<file path="src/rtl/sbus_ctrl_pkg.sv">
// Shared definitions for the slave-bus sequencer: FSM states, slave select codes
// and the default address-region codes decoded from adr[23:20].
package sbus_ctrl_pkg;

   typedef enum logic [1:0] {
      ST_IDLE = 2'd0,
      ST_BUSY = 2'd1,
      ST_DONE = 2'd2
   } state_t;

   localparam logic [2:0] SEL_RAM   = 3'd0;
   localparam logic [2:0] SEL_GPIA  = 3'd1;
   localparam logic [2:0] SEL_REMEX = 3'd2;
   localparam logic [2:0] SEL_ROM   = 3'd3;
   localparam logic [2:0] SEL_NONE  = 3'd4;

   localparam logic [3:0] REGION_RAM   = 4'h0;
   localparam logic [3:0] REGION_GPIA  = 4'h1;
   localparam logic [3:0] REGION_REMEX = 4'h2;
   localparam logic [3:0] REGION_ROM   = 4'hF;

   // SEL_NONE (bit 2 set) maps to no strobe at all.
   function automatic logic [3:0] sel_onehot(input logic [2:0] sel);
      logic [3:0] v;
      v = 4'b0000;
      if (!sel[2]) v[sel[1:0]] = 1'b1;
      return v;
   endfunction

endpackage

</file>
<file path="src/rtl/sbus_watchdog.sv">
// Transfer watchdog: counts BUSY cycles and flags expiry on the cycle whose
// count equals TIMEOUT-1.
module sbus_watchdog #(
   parameter int TIMEOUT = 255
) (
   input  logic i_clk,
   input  logic i_rst,
   input  logic i_clr,
   input  logic i_en,
   output logic o_expire
);

   localparam logic [7:0] LAST = 8'(TIMEOUT - 1);

   logic [7:0] r_count;

   always_ff @(posedge i_clk) begin
      if (i_rst || i_clr) begin
         r_count <= 8'd0;
      end else if (i_en) begin
         r_count <= r_count + 8'd1;
      end
   end

   assign o_expire = i_en && (r_count == LAST);

endmodule

</file>
<file path="src/rtl/sbus_ctrl.sv">
// Registered Wishbone slave-bus sequencer: decodes adr[23:20] to four slaves,
// auto-acks unmapped regions and terminates hung transfers via a watchdog.
module sbus_ctrl
   import sbus_ctrl_pkg::*;
#(
   parameter int         TIMEOUT   = 255,
   parameter logic [3:0] REG_RAM   = REGION_RAM,
   parameter logic [3:0] REG_GPIA  = REGION_GPIA,
   parameter logic [3:0] REG_REMEX = REGION_REMEX,
   parameter logic [3:0] REG_ROM   = REGION_ROM
) (
   input  logic        clk_i,
   input  logic        reset_i,
   input  logic [23:0] m_adr_i,
   input  logic        m_cyc_i,
   input  logic        m_stb_i,
   input  logic        m_we_i,
   output logic        m_ack_o,
   output logic        m_err_o,
   output logic [15:0] m_dat_o,
   output logic [3:0]  s_stb_o,
   input  logic [3:0]  s_ack_i,
   input  logic [15:0] s_dat0_i,
   input  logic [15:0] s_dat1_i,
   input  logic [15:0] s_dat2_i,
   input  logic [15:0] s_dat3_i,
   output logic        fault_o,
   output logic [23:0] fault_adr_o,
   output logic        fault_we_o,
   input  logic        fault_clr_i
);

   state_t      r_state;
   logic [2:0]  r_sel;
   logic [23:0] r_adr;
   logic        r_we;
   logic        r_m_ack;
   logic        r_m_err;
   logic [15:0] r_m_dat;
   logic [3:0]  r_s_stb;
   logic        r_fault;
   logic [23:0] r_fault_adr;
   logic        r_fault_we;

   logic [2:0]  w_sel;
   logic [15:0] w_s_dat;
   logic        w_busy;
   logic        w_req;
   logic        w_expire;

   assign w_busy = (r_state == ST_BUSY);
   assign w_req  = m_cyc_i & m_stb_i;

   // First matching region wins if regions are configured to overlap.
   always_comb begin
      w_sel = SEL_NONE;
      if (m_adr_i[23:20] == REG_RAM)        w_sel = SEL_RAM;
      else if (m_adr_i[23:20] == REG_GPIA)  w_sel = SEL_GPIA;
      else if (m_adr_i[23:20] == REG_REMEX) w_sel = SEL_REMEX;
      else if (m_adr_i[23:20] == REG_ROM)   w_sel = SEL_ROM;
   end

   always_comb begin
      case (r_sel[1:0])
         2'd0:    w_s_dat = s_dat0_i;
         2'd1:    w_s_dat = s_dat1_i;
         2'd2:    w_s_dat = s_dat2_i;
         default: w_s_dat = s_dat3_i;
      endcase
   end

   sbus_watchdog #(
      .TIMEOUT (TIMEOUT)
   ) u_wdog (
      .i_clk    (clk_i),
      .i_rst    (reset_i),
      .i_clr    (~w_busy),
      .i_en     (w_busy),
      .o_expire (w_expire)
   );

   always_ff @(posedge clk_i) begin
      if (reset_i) begin
         r_state     <= ST_IDLE;
         r_sel       <= SEL_NONE;
         r_adr       <= 24'd0;
         r_we        <= 1'b0;
         r_m_ack     <= 1'b0;
         r_m_err     <= 1'b0;
         r_m_dat     <= 16'd0;
         r_s_stb     <= 4'b0000;
         r_fault     <= 1'b0;
         r_fault_adr <= 24'd0;
         r_fault_we  <= 1'b0;
      end else begin
         // A fault raised below in the same cycle overrides this clear.
         if (fault_clr_i) r_fault <= 1'b0;
         case (r_state)
            ST_IDLE: begin
               r_m_ack <= 1'b0;
               r_m_err <= 1'b0;
               if (w_req) begin
                  r_sel   <= w_sel;
                  r_adr   <= m_adr_i;
                  r_we    <= m_we_i;
                  r_s_stb <= sel_onehot(w_sel);
                  r_state <= ST_BUSY;
               end
            end
            ST_BUSY: begin
               if (!w_req) begin
                  r_s_stb <= 4'b0000;
                  r_state <= ST_IDLE;
               end else if (r_sel == SEL_NONE) begin
                  r_m_dat <= 16'd0;
                  r_m_err <= 1'b0;
                  r_m_ack <= 1'b1;
                  r_state <= ST_DONE;
               end else if (s_ack_i[r_sel[1:0]]) begin
                  r_m_dat <= w_s_dat;
                  r_m_err <= 1'b0;
                  r_m_ack <= 1'b1;
                  r_s_stb <= 4'b0000;
                  r_state <= ST_DONE;
               end else if (w_expire) begin
                  r_m_dat     <= 16'd0;
                  r_m_err     <= 1'b1;
                  r_m_ack     <= 1'b1;
                  r_s_stb     <= 4'b0000;
                  r_fault     <= 1'b1;
                  r_fault_adr <= r_adr;
                  r_fault_we  <= r_we;
                  r_state     <= ST_DONE;
               end
            end
            ST_DONE: begin
               r_m_ack <= 1'b0;
               r_m_err <= 1'b0;
               r_s_stb <= 4'b0000;
               r_state <= ST_IDLE;
            end
            default: begin
               r_m_ack <= 1'b0;
               r_m_err <= 1'b0;
               r_s_stb <= 4'b0000;
               r_state <= ST_IDLE;
            end
         endcase
      end
   end

   assign m_ack_o     = r_m_ack;
   assign m_err_o     = r_m_err;
   assign m_dat_o     = r_m_dat;
   assign s_stb_o     = r_s_stb;
   assign fault_o     = r_fault;
   assign fault_adr_o = r_fault_adr;
   assign fault_we_o  = r_fault_we;

endmodule

</file>
<file path="config.mk">
export PLATFORM = sky130hd
export DESIGN_NAME = sbus_ctrl
export DESIGN_NICKNAME = d
export VERILOG_FILES = /design/src/rtl/sbus_ctrl_pkg.sv /design/src/rtl/sbus_watchdog.sv /design/src/rtl/sbus_ctrl.sv
export SDC_FILE = /design/constraint.sdc
export NUM_CORES = 1
export LEC_CHECK = 0
export ABC_CLOCK_PERIOD_IN_PS = 2100
export CAP_MARGIN = 20
export CORE_AREA = 10 10 86 163
export CTS_BUF_LIST = sky130_fd_sc_hd__clkbuf_8
export CTS_CLUSTER_SIZE = 25
export DETAILED_ROUTE_END_ITERATION = 12
export DIE_AREA = 0 0 96 173
export PLACE_DENSITY = 0.74
export SKIP_CTS_REPAIR_TIMING = 1
export SLEW_MARGIN = 20
export SYNTH_ARGS = -nofsm -noshare
export SYNTH_HDL_FRONTEND = slang
export SYNTH_SLANG_ARGS = --single-unit
</file>
<file path="constraint.sdc">
create_clock -name clk_i -period 2.1 [get_ports clk_i]
set_clock_uncertainty 0.05 [all_clocks]
set_input_delay 0.42 -clock clk_i [delete_from_list [all_inputs] [get_ports clk_i]]
set_output_delay 0.42 -clock clk_i [all_outputs]
set_load 0.05 [all_outputs]
</file>
==> impl_metrics.csv <==
group,metric,value,unit
timing,fin_crit,2.04,ns
finish,antennaDiodeCount,0,
logic_synthesis,postSynthCellCount,414,
floorplanning,core_area,0.0113,sq mm
logic_synthesis,synthXorXnorAreaFrac,0.0134,
worst_hold_path,hold_path_depth,2,
power_and_ir_drop,p_total,3.38,mW
place,hpwlAfterDp,9.51,mm
critical_path,slowest_stage,"clkdlybuf4s50_1",
place,dp_slack,-0.175,ns
global_route,gr-max-usage-layer,"met2",
routing,viasPerCell,5.12,
finish,nFillCells,1053,
routing,vias,3600,
floorplanning,dieArea,0.0166,sq mm
finish,drive_above_1_share,0.130,
global_route,grt_max_degree,42,
timing,finalMaxSlewViolations,0,
critical_path,slowest_delay,0.83,ns
cts,numCtsBuffers,9,
place,gp_congestion,0.876,
logic_synthesis,ys.flop_type,"dfxtp_1",
cts,cts.sinks,86,
floorplanning,die_w,96,microns
critical_path,worstPathArrival,1.57,ns
floorplanning,fp.dieH,173,microns
routing,dr.pass1.iters,4,
critical_path,crit-reg2reg-launch,"r_sel[0]$_SDFFE_PP0P_",
worst_hold_path,min_to,"r_adr[19]$_SDFFE_PP0P_",
logic_synthesis,synth_warnings,0,
critical_path,crit_chain,"clkdlybuf4s50_1",
critical_path,r2r_slack,0.24,ns
logic_synthesis,async_flop_share,0,
logic_synthesis,synth_edf_count,0,
global_route,first_global_vias,3647,
critical_path,cp-start-kind,"flip-flop",
timing,worst_slack,0.0598,ns
finish,area_growth,46.7,%
power_and_ir_drop,vdd.ir_drop.worst,0.000531,V
place,post-place-cells,688,
worst_hold_path,min-delay-path-class,"reg -> reg",
critical_path,cp_top_family,"buffers and inverters",
critical_path,cp.buffers_inverters,1,
logic_synthesis,synth-simple-area-share,0.156,
logic_synthesis,avgSynthCellArea,9.45,sq um
logic_synthesis,ys_seq_elements,86,
routing,drt-wirelength-per-cell,17.2,microns
cts,clk_path_buf_depth,2,
critical_path,end_kind,"output port",
finish,regArea,0.00172,sq mm
finish,multi_input_area,0.00183,sq mm
global_route,grt_usage,0.146,
timing,fin_crit_sh,0.972,
global_route,grt-ovfl-total,0,
logic_synthesis,synth_cell_types,52,
floorplanning,start_util,0.347,
power_and_ir_drop,power_density,588,mW/mm^2
logic_synthesis,syn_area,0.00391,sq mm
routing,final_antenna_net_count,0,
finish,layout.nets,657,
timing,relSlewSlack,0.604,
critical_path,criticalPathCategory,"reg -> out",
logic_synthesis,synth-adder-area-share,0.00640,
logic_synthesis,synth_top_family_by_area,"compound AO/OA/AOI/OAI gates",
global_route,met2_usage,0.257,
cts,cts-root-buf,"clkbuf_8",
logic_synthesis,synthMuxAreaShare,0.101,
outcome,outcome,"finished, final reports clean",
logic_synthesis,ys_seq_area_frac,0.440,
floorplanning,rows,55,
finish,final_common_cell,"clkdlybuf4s50_1",
floorplanning,pin_count,146,
critical_path,ff2ff_path_depth,5,
global_route,antenna_found_initial,0,
cts,cts_tree,"built",
global_route,global_route.usage.met3,0.0477,
finish,stdcell_count,703,
global_route,grtUsageMet1,0.146,
routing,route.detailed.drc,0,
timing,setup-violations-final,0,
finish,mostFrequentLayoutCells,"142 x clkdlybuf4s50_1, 86 x dfxtp_1, 58 x nand2_1, 54 x a21oi_1, 34 x inv_1",
worst_hold_path,hold_start,"r_adr[19]$_SDFFE_PP0P_",
cts,clk_latency,0.37,ns
routing,first_iter_violations,138,
timing,finalSetupTns,0,ns
cts,clkSlewWorstSetupHoldPaths,0.08,ns
timing,hold_viol,0,
critical_path,worst_ep_required_time,1.63,ns
critical_path,r2r_end,"fault_adr_o[19]$_SDFFE_PP0P_",
critical_path,cp_max_fo,2,
power_and_ir_drop,power_leakage,2.01,nW
cts,cts_max_level,3,
routing,wirelength,12.1,mm
timing,worst_slew_pin_slew,0.593,ns
timing,rsz0062_at_grt,"false",
run,cap_violations,0,
global_route,grt_first_pass_wirelength,19.0,mm
place,port_buffers,145,
timing,fmax,490,MHz
logic_synthesis,synth_compound_area_frac,0.188,
logic_synthesis,syn-num-nets,514,
==> worst max-delay path by stage <==
stage | depth (start not counted) | slack, ns | endpoint | from
5_1_grt | 1 | 0.002 | fault_adr_o[0] | fault_adr_o[0]$_SDFFE_PP0P_
3_3_place_gp | 6 | -0.16 | fault_adr_o[2]$_SDFFE_PP0P_ | s_ack_i[3]
4_1_cts | 1 | 0.03 | fault_adr_o[6] | fault_adr_o[6]$_SDFFE_PP0P_
3_5_place_dp | 6 | -0.18 | fault_adr_o[3]$_SDFFE_PP0P_ | s_ack_i[3]
6_report | 1 | 0.06 | fault_adr_o[10] | fault_adr_o[10]$_SDFFE_PP0P_
2_1_floorplan | 6 | 0.30 | fault_adr_o[10]$_SDFFE_PP0P_ | s_ack_i[3]
==> per-stage QoR <==
stage	hold WS [ns]	cell area, sq um	util
4_1_cts	0.406	5730	0.508
5_1_grt	0.406	5740	0.508
3_3_place_gp	0.393	5510	0.489
3_5_place_dp	0.398	5510	0.489
6_report	0.405	5740	0.508
2_1_floorplan	0.384	3910	-
==> cell families (layout without fill, tap and decap cells) <==
group / count (synthesis) / count (layout)
buffers and inverters: 67 / 214
AOI/OAI and AO/OA: 108 / 108
xor gates and xnor gates: 6 / 6
DFF: 86 / 86
adders and majority gates: 2 / 2
muxes: 18 / 18
and+or+nand+nor: 127 / 127
==> flip-flops by register name, indices dropped and copies added, names as in the netlist, 2 cells and up <==
name,cells
fault_adr_o,24
m_dat_o,16
r_adr,24
r_sel,3
r_state,2
s_stb_o,4
u_wdog.r_count,8
==> final cells by class <==
cell class,count,share of cell area
sequential,86,0.300
inverter,34,0.0222
multi-input combinational,261,0.319
clock buffer,10,0.0240
clock inverter,5,0.0144
timing repair buffer,165,0.289
tap,142,0.0310
==> synth_stat cells (all sizes together) (3+ instances only) <==
cell,n,area share
dfxtp,86,0.44
nand2,58,0.056
a21oi,55,0.073
inv,34,0.033
nand3,30,0.038
o21ai,26,0.033
mux4,17,0.098
o32ai,17,0.057
buf,15,0.035
clkbuf,15,0.021
nor2,15,0.016
xor2,5,0.011
a211oi,4,0.010
and3,3,0.0048
nor3,3,0.0051
==> report_power, final <==
part / internal [mW] / switching, mW / total [mW]
registers: 1.66 / 0.0169 / 1.67
logic: 0.253 / 0.164 / 0.417
clock network: 0.700 / 0.585 / 1.28
==> routing by layer <==
metal	vias up	share of wire
li1	1743	-
met5	-	0
met1	1692	0.35
met4	0	0.028
met3	26	0.083
met2	139	0.54
Note: power is estimated with default switching activity, not from simulation.
